--- src/rtl/pipe_pkg.sv ---
// Shared definitions for the pipeline boundary registers: control-bit
// layout and the EX/MEM payload packing at the default core widths.
package pipe_pkg;

  localparam int CTRL_W        = 4;
  localparam int CTRL_REGWRITE = 3;
  localparam int CTRL_MEMTOREG = 2;
  localparam int CTRL_MEMREAD  = 1;
  localparam int CTRL_MEMWRITE = 0;

  localparam int EXMEM_DATA_W  = 32;
  localparam int EXMEM_REG_W   = 5;

  // EX/MEM payload at default widths (73 bits), MSB first.
  typedef struct packed {
    logic [CTRL_W-1:0]       ctrl;
    logic [EXMEM_REG_W-1:0]  writereg;
    logic [EXMEM_DATA_W-1:0] alu_input2;
    logic [EXMEM_DATA_W-1:0] alu_result;
  } ex_mem_payload_t;

  // Payload width for a non-default datapath/register-file configuration.
  function automatic int exmem_payload_w(input int data_w, input int reg_w);
    return CTRL_W + reg_w + 2 * data_w;
  endfunction

endpackage

--- src/rtl/pipe_skid_buf.sv ---
// Generic 2-entry skid buffer with flush. The main slot drives the output;
// the skid slot catches one transfer while the consumer stalls, so the
// upstream ready can come straight from a flop.
module pipe_skid_buf #(
  parameter int W = 8
) (
  input  logic         clk,
  input  logic         reset,
  input  logic         flush,
  input  logic         in_valid,
  output logic         in_ready,
  input  logic [W-1:0] in_data,
  output logic         out_valid,
  input  logic         out_ready,
  output logic [W-1:0] out_data
);

  logic         main_valid, skid_valid;
  logic [W-1:0] main_data, skid_data;

  logic acc, drn;
  logic main_valid_d, skid_valid_d;
  logic main_load, main_from_skid, skid_load;

  // Ready is simply "skid slot empty", which is itself a flop.
  assign in_ready  = ~skid_valid;
  assign out_valid = main_valid;
  assign out_data  = main_data;

  assign acc = in_valid & in_ready & ~flush;
  assign drn = main_valid & out_ready;

  // Next-state and load-enable decode for both slots.
  always_comb begin
    // NOTE: every signal assigned here gets a default first, so no branch can leave one unassigned and infer a latch.
    main_valid_d   = main_valid;
    skid_valid_d   = skid_valid;
    main_load      = 1'b0;
    main_from_skid = 1'b0;
    skid_load      = 1'b0;
    if (flush) begin
      // A head being drained this cycle still completes its handshake;
      // only new loads are suppressed.
      main_valid_d = 1'b0;
      skid_valid_d = 1'b0;
    end else if (!main_valid || drn) begin
      if (skid_valid) begin
        // Skid entry is older than anything arriving now: promote it first.
        main_load      = 1'b1;
        main_from_skid = 1'b1;
        main_valid_d   = 1'b1;
        skid_load      = acc;
        skid_valid_d   = acc;
      end else if (acc) begin
        main_load    = 1'b1;
        main_valid_d = 1'b1;
      end else begin
        main_valid_d = 1'b0;
      end
    end else if (acc) begin
      skid_load    = 1'b1;
      skid_valid_d = 1'b1;
    end
  end

  // Valid bits.
  always_ff @(posedge clk or posedge reset) begin
    // NOTE: sequential state uses non-blocking assignments so every flop samples pre-edge values regardless of block order.
    if (reset) begin
      main_valid <= 1'b0;
      skid_valid <= 1'b0;
    end else begin
      main_valid <= main_valid_d;
      skid_valid <= skid_valid_d;
    end
  end

  // Payload slots: load only on an explicit load event, hold otherwise.
  always_ff @(posedge clk or posedge reset) begin
    // NOTE: payload flops are reset as well so the outputs read all-zero straight out of reset.
    if (reset) begin
      main_data <= '0;
      skid_data <= '0;
    end else begin
      if (main_load) main_data <= main_from_skid ? skid_data : in_data;
      if (skid_load) skid_data <= in_data;
    end
  end

endmodule

--- src/rtl/ex_mem_skid_reg.sv ---
// EX/MEM pipeline boundary register. Packs the EX results into one payload,
// buffers it in a 2-entry skid buffer so a MEM stall never drops work, and
// gates the side-effecting control bits when no valid entry is presented.
module ex_mem_skid_reg
  import pipe_pkg::*;
#(
  parameter int DATA_W = 32,
  parameter int REG_W  = 5
) (
  input  logic              clk,
  input  logic              reset,
  input  logic              flush,
  input  logic              EXMEM_valid_in,
  output logic              EXMEM_ready_out,
  input  logic [DATA_W-1:0] EXMEM_ALUresult_in,
  input  logic [DATA_W-1:0] EXMEM_ALUinput2_in,
  input  logic [REG_W-1:0]  EXMEM_writereg_in,
  input  logic [CTRL_W-1:0] EXMEM_ctrl_in,
  output logic              EXMEM_valid_out,
  input  logic              EXMEM_ready_in,
  output logic [DATA_W-1:0] EXMEM_ALUresult_out,
  output logic [DATA_W-1:0] EXMEM_ALUinput2_out,
  output logic [REG_W-1:0]  EXMEM_writereg_out,
  output logic [CTRL_W-1:0] EXMEM_ctrl_out
);

  localparam int PAYLOAD_W = exmem_payload_w(DATA_W, REG_W);

  // Same field order as pipe_pkg::ex_mem_payload_t, sized by this instance.
  typedef struct packed {
    logic [CTRL_W-1:0] ctrl;
    logic [REG_W-1:0]  writereg;
    logic [DATA_W-1:0] alu_input2;
    logic [DATA_W-1:0] alu_result;
  } payload_t;

  payload_t in_pl, head_pl;
  logic     head_valid;

  assign in_pl = '{ctrl:       EXMEM_ctrl_in,
                   writereg:   EXMEM_writereg_in,
                   alu_input2: EXMEM_ALUinput2_in,
                   alu_result: EXMEM_ALUresult_in};

  pipe_skid_buf #(.W(PAYLOAD_W)) u_skid (
    .clk       (clk),
    .reset     (reset),
    .flush     (flush),
    .in_valid  (EXMEM_valid_in),
    .in_ready  (EXMEM_ready_out),
    .in_data   (in_pl),
    .out_valid (head_valid),
    .out_ready (EXMEM_ready_in),
    .out_data  (head_pl)
  );

  assign EXMEM_valid_out     = head_valid;
  assign EXMEM_ALUresult_out = head_pl.alu_result;
  assign EXMEM_ALUinput2_out = head_pl.alu_input2;
  assign EXMEM_writereg_out  = head_pl.writereg;

  // Stale or flushed data must never write the register file or memory.
  always_comb begin
    EXMEM_ctrl_out = head_pl.ctrl;
    if (!head_valid) begin
      EXMEM_ctrl_out[CTRL_REGWRITE] = 1'b0;
      EXMEM_ctrl_out[CTRL_MEMREAD]  = 1'b0;
      EXMEM_ctrl_out[CTRL_MEMWRITE] = 1'b0;
    end
  end

endmodule

--- config.mk ---
export PLATFORM = sky130hd
export DESIGN_NAME = ex_mem_skid_reg
export DESIGN_NICKNAME = d
export VERILOG_FILES = /design/src/rtl/pipe_pkg.sv /design/src/rtl/pipe_skid_buf.sv /design/src/rtl/ex_mem_skid_reg.sv
export SDC_FILE = /design/constraint.sdc
export NUM_CORES = 1
export LEC_CHECK = 0
export ABC_AREA = 1
export CORE_MARGIN = 2
export CORE_UTILIZATION = 51
export DETAILED_ROUTE_END_ITERATION = 10
export PLACE_DENSITY = 0.8
export SYNTH_ARGS = -nofsm -noshare
export SYNTH_HDL_FRONTEND = slang
export SYNTH_HIERARCHICAL = 1
export SYNTH_SLANG_ARGS = --single-unit
--- constraint.sdc ---
create_clock -name clk -period 6.25 [get_ports clk]
set_clock_uncertainty 0.2 [all_clocks]
set_input_delay 1.25 -clock clk [delete_from_list [all_inputs] [get_ports clk]]
set_output_delay 1.25 -clock clk [all_outputs]
set_load 0.01 [all_outputs]
# == After elaboration in Yosys (flattened, before gate mapping) ==
# Cells that the tools add are included.
# word_totals
register_bits,148
inputBits,78
output_inout_bits,75
wordCells,31
# classes
muxes,18
bitwise_logic,5
n_reduce_logical,4
# op_table
cell,n
$mux 73,1
$mux 1,16
$and 1x1->1,3
$reduce_bool 3->1,1
$mux 2,1
$not 1->1,2
$reduce_bool 2->1,1
$logic_not 1->1,1
$logic_or 1x1->1,1

# == Depth between registers and ports, before layout ==
# Gate-level depths: netlist (run 1).
# depth
ltp_word,7
mapped_depth,8
mapped_depth_nobuf,7

# == Cells and area by module ==
# The synthesis (run 1) kept the hierarchy.
# by_module_without_submodules
mod,instances,cells_per_inst,area_per_inst_um2,seq_area_each_um2
pipe_skid_buf,1,867,6989.2,3703.6
ex_mem_skid_reg,1,6,22.5,0.0

# == Least setup slack after synthesis (run 1) ==
# No wires, ideal clock.
# synth_path
kind,input port to flip-flop
from,in EXMEM_ready_in
to,reg u_skid.skid_data[48]
setup_time_ps,121
t_arrival_ps,1935
required_time_ps,5929
path_slack_ps,3995
path_stages,8
n_path_buf,2
cell_sequence,inv_1 nand2_2 inv_2 nand3_1 buf_4 buf_2 nand2_1 o21ai_1
# synth_via
elab_chain_cells,4
# synth_lines
element,line,rtl
start: declaration,ex_mem_skid_reg.sv:20,"input logic EXMEM_ready_in,"
$and 1x1->1,pipe_skid_buf.sv:31,assign drn = main_valid & out_ready;
$logic_or 1x1->1,pipe_skid_buf.sv:46,end else if (!main_valid || drn) begin
$mux 1,pipe_skid_buf.sv:46,
$mux 1,pipe_skid_buf.sv:41,if (flush) begin
end signal: assignment,pipe_skid_buf.sv:86,if (skid_load) skid_data <= in_data;
end: declaration,pipe_skid_buf.sv:19,"logic [W-1:0] main_data, skid_data;"
# Every way passes these cells.
# A chain may end at the register's enable or synchronous reset.

# == Worst setup path after layout (run 1) ==
# layout_path
from,in EXMEM_ready_in
to,reg u_skid.main_data[21] (netlist: u_skid/out_data[21])
# layout_via
elab_chain_cells,5
elab_cells_between_ends,7
classes_between,5 x mux; 1 x bitwise; 1 x reduce/logical
# layout_lines
element,line,rtl
$and 1x1->1 (*),pipe_skid_buf.sv:31,
$logic_or 1x1->1 (*),pipe_skid_buf.sv:46,
$mux 1,pipe_skid_buf.sv:46,
$mux 1,pipe_skid_buf.sv:41,
$mux 73,pipe_skid_buf.sv:85,if (main_load) main_data <= main_from_skid ? skid_data : in_data;
end signal: assignment,pipe_skid_buf.sv:85,
end: declaration,pipe_skid_buf.sv:19,
# Mark *: on every way between the ends. The rest lies on a longest branch, timed or not.

==> results of run 1 <==
[power groups by stage]
stage	Combinational (mW)	Clock [mW]	Sequential [mW]
after detailed placement	0.563	0	1.27
after global routing	0.631	0.924	1.28
after CTS	0.567	0.873	1.25
final	0.560	0.855	1.25
after global placement	0.545	0	1.26
after floorplan	0.276	0	1.28
[cell type report]
class | instances | area share
Clock buffer | 24 | 0.0527
Clock inverter | 1 | 0.000559
Inverter | 156 | 0.0663
Multi-Input combinational cell | 523 | 0.267
Sequential cell | 148 | 0.414
Tap cell | 176 | 0.0246
Timing Repair Buffer | 158 | 0.175
[path summary, 6_finish.rpt]
| check | cells after the start | startpoint | endpoint | slack, ps |
|---|---|---|---|---|
| setup / recovery | 8 | EXMEM_ready_in | u_skid/out_data[21] | 2730 |
| hold / removal | 2 | u_skid/out_data[52] | u_skid/out_data[52] | 270 |
| max in group asynchronous | 3 | reset | u_skid/skid_data[20] | 3480 |
| hold reg to reg | 2 | u_skid/out_data[52] | u_skid/out_data[52] | 270 |
| min in group asynchronous | 2 | reset | u_skid/out_data[33] | 1240 |
| setup reg to reg | 6 | u_skid/out_valid | u_skid/out_data[21] | 3650 |
[state kept, by name (all words and copies together) (netlist names)]
name and cells:
u_skid/skid_data 73, u_skid/out_data 73, u_skid/out_valid 1, u_skid/skid_valid 1
[layer usage]
layer | part of all wire | track usage | vias to the layer above
li1 | - | - | 2851
met3 | 0.065 | 0.0606 | 9
met1 | 0.45 | 0.311 | 2644
met5 | 0.00083 | 0 | -
met4 | 0.0052 | 0.0639 | 2
met2 | 0.48 | 0.363 | 172
[kinds of logic after synthesis]
family | Yosys count | synth area share
compound gates | 75 | 0.0541
buf+inv | 202 | 0.133
flops | 148 | 0.528
simple gates | 448 | 0.284
[placed cells by master (no fill, tap or decap)]
cell type,count
clkdlybuf4s50_1,152
nand3_2,40
o21ai_2,1
inv_2,3
buf_4,6
nand2_2,2
inv_4,1
nor2_4,2
nand2_1,368
o21ai_0,1
clkbuf_1,5
nand3_4,1
inv_6,1
o21ai_1,73
dfrtp_1,148
inv_1,151
clkinv_2,1
clkbuf_8,2
nand3_1,33
nor2_1,2
clkbuf_16,17
[metrics by stage]
| step | cells | cell area [µm²] | util | hold slack [ps] | power, mW |
|---|---|---|---|---|---|
| finish | 1186 | 8950 | 0.670 | 275 | 2.67 |
| global route | 1186 | 8950 | 0.670 | 290 | 2.83 |
| CTS | 1186 | 8950 | 0.670 | 281 | 2.69 |
| detailed placement | 1161 | 8470 | 0.635 | 265 | 1.83 |
| global placement | 1161 | 8470 | 0.635 | 262 | 1.80 |
| floorplan | 873 | 7010 | - | 249 | 1.56 |
[synth_stat cells (all sizes together)]
library cell    n  area [µm²]
nor2            4        30.0
nand3          74         571
dfrtp         148        3700
inv           156         588
nand2         370        1390
buf            46         347
o21ai          75         379
[worst max-delay path, cell delays in order]
cell,delay [ps]
clkdlybuf4s50_1,500
inv_1,60
nand2_2,90
inv_2,70
nor2_4,720
buf_4,650
nand3_1,160
nand2_1,120
==> reports/summary.txt, run 1 <==
crit start category - input pin
vias in the first global route - 5522
Clk network pwr share - 0.320
post-CTS sizing - 0
critical path type - input pin to register
largest net degree at the start of global routing - 108
pre-CTS WS - 2310 ps
final setup fails - 0
crit path time final - 3520 ps
# DRC - 0
Die Wd - 121 µm
max cap viols - 0
layout cells sized above 1 - 0.0762
routed wire length - 15.7 mm
Netlist Area Pre-Place - 7010 µm²
GPL Wtd Cong - 0.750
clk_lat worst skew - 410 ps
vias per cell - 4.79
final worst slack - 2730 ps
switching fraction of total power - 0.271
DP HPWL - 9.66 mm
CTS tree - built
initial antenna violation count - 1
Leakage - 4.66 nW
run status - finished clean
maximum resistive drop on vdd - 0.000145 V
Tcrit/Tclk final - 0.564
Logic pwr share - 0.210
Sequential Area - 3700 µm²
FMAX - 284 MHz
setup_tns - 0 ps
# hold bufs at CTS - 0
Synth cell types - 17
Pwr Density - 298 nW/µm²
NetSw - 0.723 mW
Die Y - 121 µm
register area share after synthesis - 0.528
Avg Synthesized Cell Area - 8.03 µm²
Fin. Hold Viols - 0
Die ar. - 14700 µm²
Slew headroom - 0.376
Slew Viols, Final - 0
fillers - 1092
HP Class - register to register
clock buffer depth - 2
RSZ-0062 raised after global routing - no
Synth Instances - 873
GRT Resource Usage Total - 0.228
Internal Power - 1.95 mW
Post CTS Setup Buffer Count - 0
crit path max fanout - 42
Rows - 42
via count - 5678
initial drt markers - 425
Synth Register Bits - 148
core box area - 13300 µm²
Worst Path Required - 6390 ps
input/output buffers - 152
WL per Instance - 13.3 µm
Clock Tree Root - clkbuf_16
Worst EP arrival - 3660 ps
Reg power frac - 0.470
DRT antenna net count - 0
first-pass GRT wire length - 26.6 mm
synth warn - 6
first-pass detailed-route iteration total - 7
nets - 1082
Ports - 153
Worst-path clk slew - 50 ps
Net Count, Synth - 951
initial core utilization - 0.525
area occupied by multi-input gates - 2390 µm²
total gr overflow - 0
Antenna Cells - 0
CTS H-tree depth - 4
area delta synth->final - 27.6%
crit end category - register
cts bufs inserted - 17
Worst-Margin Slew - 936 ps
CTS sink cnt - 148
Power figures use the tool's default switching activity.
==> inputs of run 2 (changes only) <==
CORE_UTILIZATION = 46   (was 51)
PLACE_DENSITY = 0.77   (was 0.8)
clock period = 3 ns   (was 6.25 ns; I/O delays follow)
==> reports/summary.txt, run 2 (synthesized netlist as in run 1, its figures left out) <==
clock buffer depth - 2 (unchanged)
DRT antenna net count - 0 (unchanged)
maximum resistive drop on vdd - 0.000361 V (was 0.000145 V)
Ports - 153 (unchanged)
CTS tree - built (unchanged)
GRT Resource Usage Total - 0.201 (was 0.228)
Reg2Reg Depth - 6 (unchanged)
routed wire length - 15.7 mm (about the same)
total gr overflow - 0 (unchanged)
layout cells sized above 1 - 0.0883 (was 0.0762)
post-CTS sizing - 0 (unchanged)
RR Startpoint - u_skid/out_valid (unchanged)
Leakage - 4.75 nW (was 4.66 nW)
Util after Layout - 0.609 (was 0.670)
Fin. Hold Viols - 0 (unchanged)
placed cell area - 8560 µm² (was 8470 µm²)
Die ar. - 16200 µm² (was 14700 µm²)
most frequent cells in the layout - nand2_1, clkdlybuf4s50_1, inv_1 (unchanged)
final worst slack - 664 ps (was 2730 ps)
Reg2Reg Capture Point - u_skid/out_data[48] (was u_skid/out_data[21])
Post CTS Setup Buffer Count - 0 (unchanged)
max cap viols - 0 (unchanged)
Pwr Density - 644 nW/µm² (was 298 nW/µm²)
crit path time final - 2340 ps
final setup fails - 0 (unchanged)
critical path type - register to primary output (was input pin to register)
total power - 5.90 mW (was 2.67 mW)
clk_lat worst skew - 410 ps (about the same)
Worst EP arrival - 1540 ps (was 3660 ps)
nets - 1084 (was 1082)
initial core utilization - 0.466 (was 0.525)
Rows - 45 (was 42)
Slew headroom - 0.464 (was 0.376)
fillers - 1295 (was 1092)
WL per Instance - 13.0 µm (was 13.3 µm)
Post-Layout Inst Area - 9160 µm² (was 8950 µm²)
Tcrit/Tclk final - 0.779
Antenna Cells - 0 (unchanged)
crit end category - primary output (was register)
hold depth - 2 (unchanged)
Inst Count DP - 1175 (was 1161)
# hold bufs at CTS - 0 (unchanged)
largest net degree at the start of global routing - 97 (was 108)
via count - 5739 (was 5678)
Worst-Margin Slew - 805 ps (was 936 ps)
Die Wd - 127 µm (was 121 µm)
# DRC - 0 (unchanged)
first-pass GRT wire length - 26.2 mm (was 26.6 mm)
initial antenna violation count - 0 (was 1)
Die Y - 127 µm (was 121 µm)
core box area - 15000 µm² (was 13300 µm²)
vias per cell - 4.75 (was 4.79)
Clock Tree Root - clkbuf_16 (unchanged)
r2r setup slk - 1120 ps (was 3650 ps)
CTS sink cnt - 148 (unchanged)
GPL Wtd Cong - 0.730 (was 0.750)
initial drt markers - 483 (was 425)
input/output buffers - 152 (unchanged)
pre-CTS WS - 417 ps (was 2310 ps)
area delta synth->final - 30.6% (was 27.6%)
Hold Path End - u_skid/out_data[37] (was u_skid/out_data[52])
cts bufs inserted - 17 (unchanged)
CTS H-tree depth - 4 (unchanged)
Worst Path Required - 2200 ps (was 6390 ps)
fin cells - 1207 (was 1186)
Worst Hold Slack - 277 ps (was 275 ps)
first-pass detailed-route iteration total - 5 (was 7)
crit start category - register (was input pin)
DP HPWL - 9.77 mm (was 9.66 mm)
run status - finished clean (unchanged)
Worst Min Path Start - u_skid/out_data[37] (was u_skid/out_data[52])
FMAX - 428 MHz
RSZ-0062 raised after global routing - no (unchanged)
most common cell after layout, fill and taps aside - nand2_1 (unchanged)
vias in the first global route - 5430 (was 5522)
setup_tns - 0 ps (unchanged)
crit path max fanout - 5 (was 42)
Worst-path clk slew - 60 ps (was 50 ps)
Slew Viols, Final - 0 (unchanged)
HP Class - register to register (unchanged)
[run 2: cell count changes in the layout (fill, tap and decap cells not counted), sizes merged]
cell / change
clkinv: +4
clkbuf: -1
clkinvlp: +3
buf: +2
bufinv: +2
inv: -1
[run 2: final cells by class]
cell class	instances	area, µm²	area share
Clock inverter	9	100	0.0109
Multi-Input combinational cell	523	2390	0.261
Inverter	156	592	0.0646
Clock buffer	23	498	0.0544
Tap cell	188	235	0.0257
Sequential cell	148	3700	0.404
Timing Repair Buffer	160	1640	0.180
[run 2: per-layer routing]
layer,track usage,vias to the layer above,share of wire
li1,-,2871,-
met3,0.0423,11,0.055
met1,0.279,2698,0.45
met5,0,-,0
met4,0.0595,0,0.0084
met2,0.320,159,0.48
[run 2: critical path, stage by stage, from the launching register on]
cell and delay (ps):
dfrtp_1 450, nand2_1 70, inv_1 50, clkdlybuf4s50_1 550
[run 2: worst max path at each step]
stage	end	start
finish	EXMEM_ctrl_out[1]	u_skid/out_valid
global route	EXMEM_ctrl_out[0]	u_skid/out_valid
CTS	EXMEM_ctrl_out[0]	u_skid/out_valid
detailed placement	u_skid/out_data[48]	flush
global placement	u_skid/out_data[31]	flush
floorplan	u_skid/out_data[0]	reset
[run 2: power by group]
| group | internal [mW] | total, mW | leakage, nW | switching (mW) |
|---|---|---|---|---|
| combinational | 0.602 | 1.17 | 2.60 | 0.564 |
| sequential | 2.39 | 2.61 | 1.86 | 0.223 |
| clock | 1.33 | 2.12 | 0.295 | 0.788 |
| total | 4.32 | 5.90 | 4.75 | 1.58 |
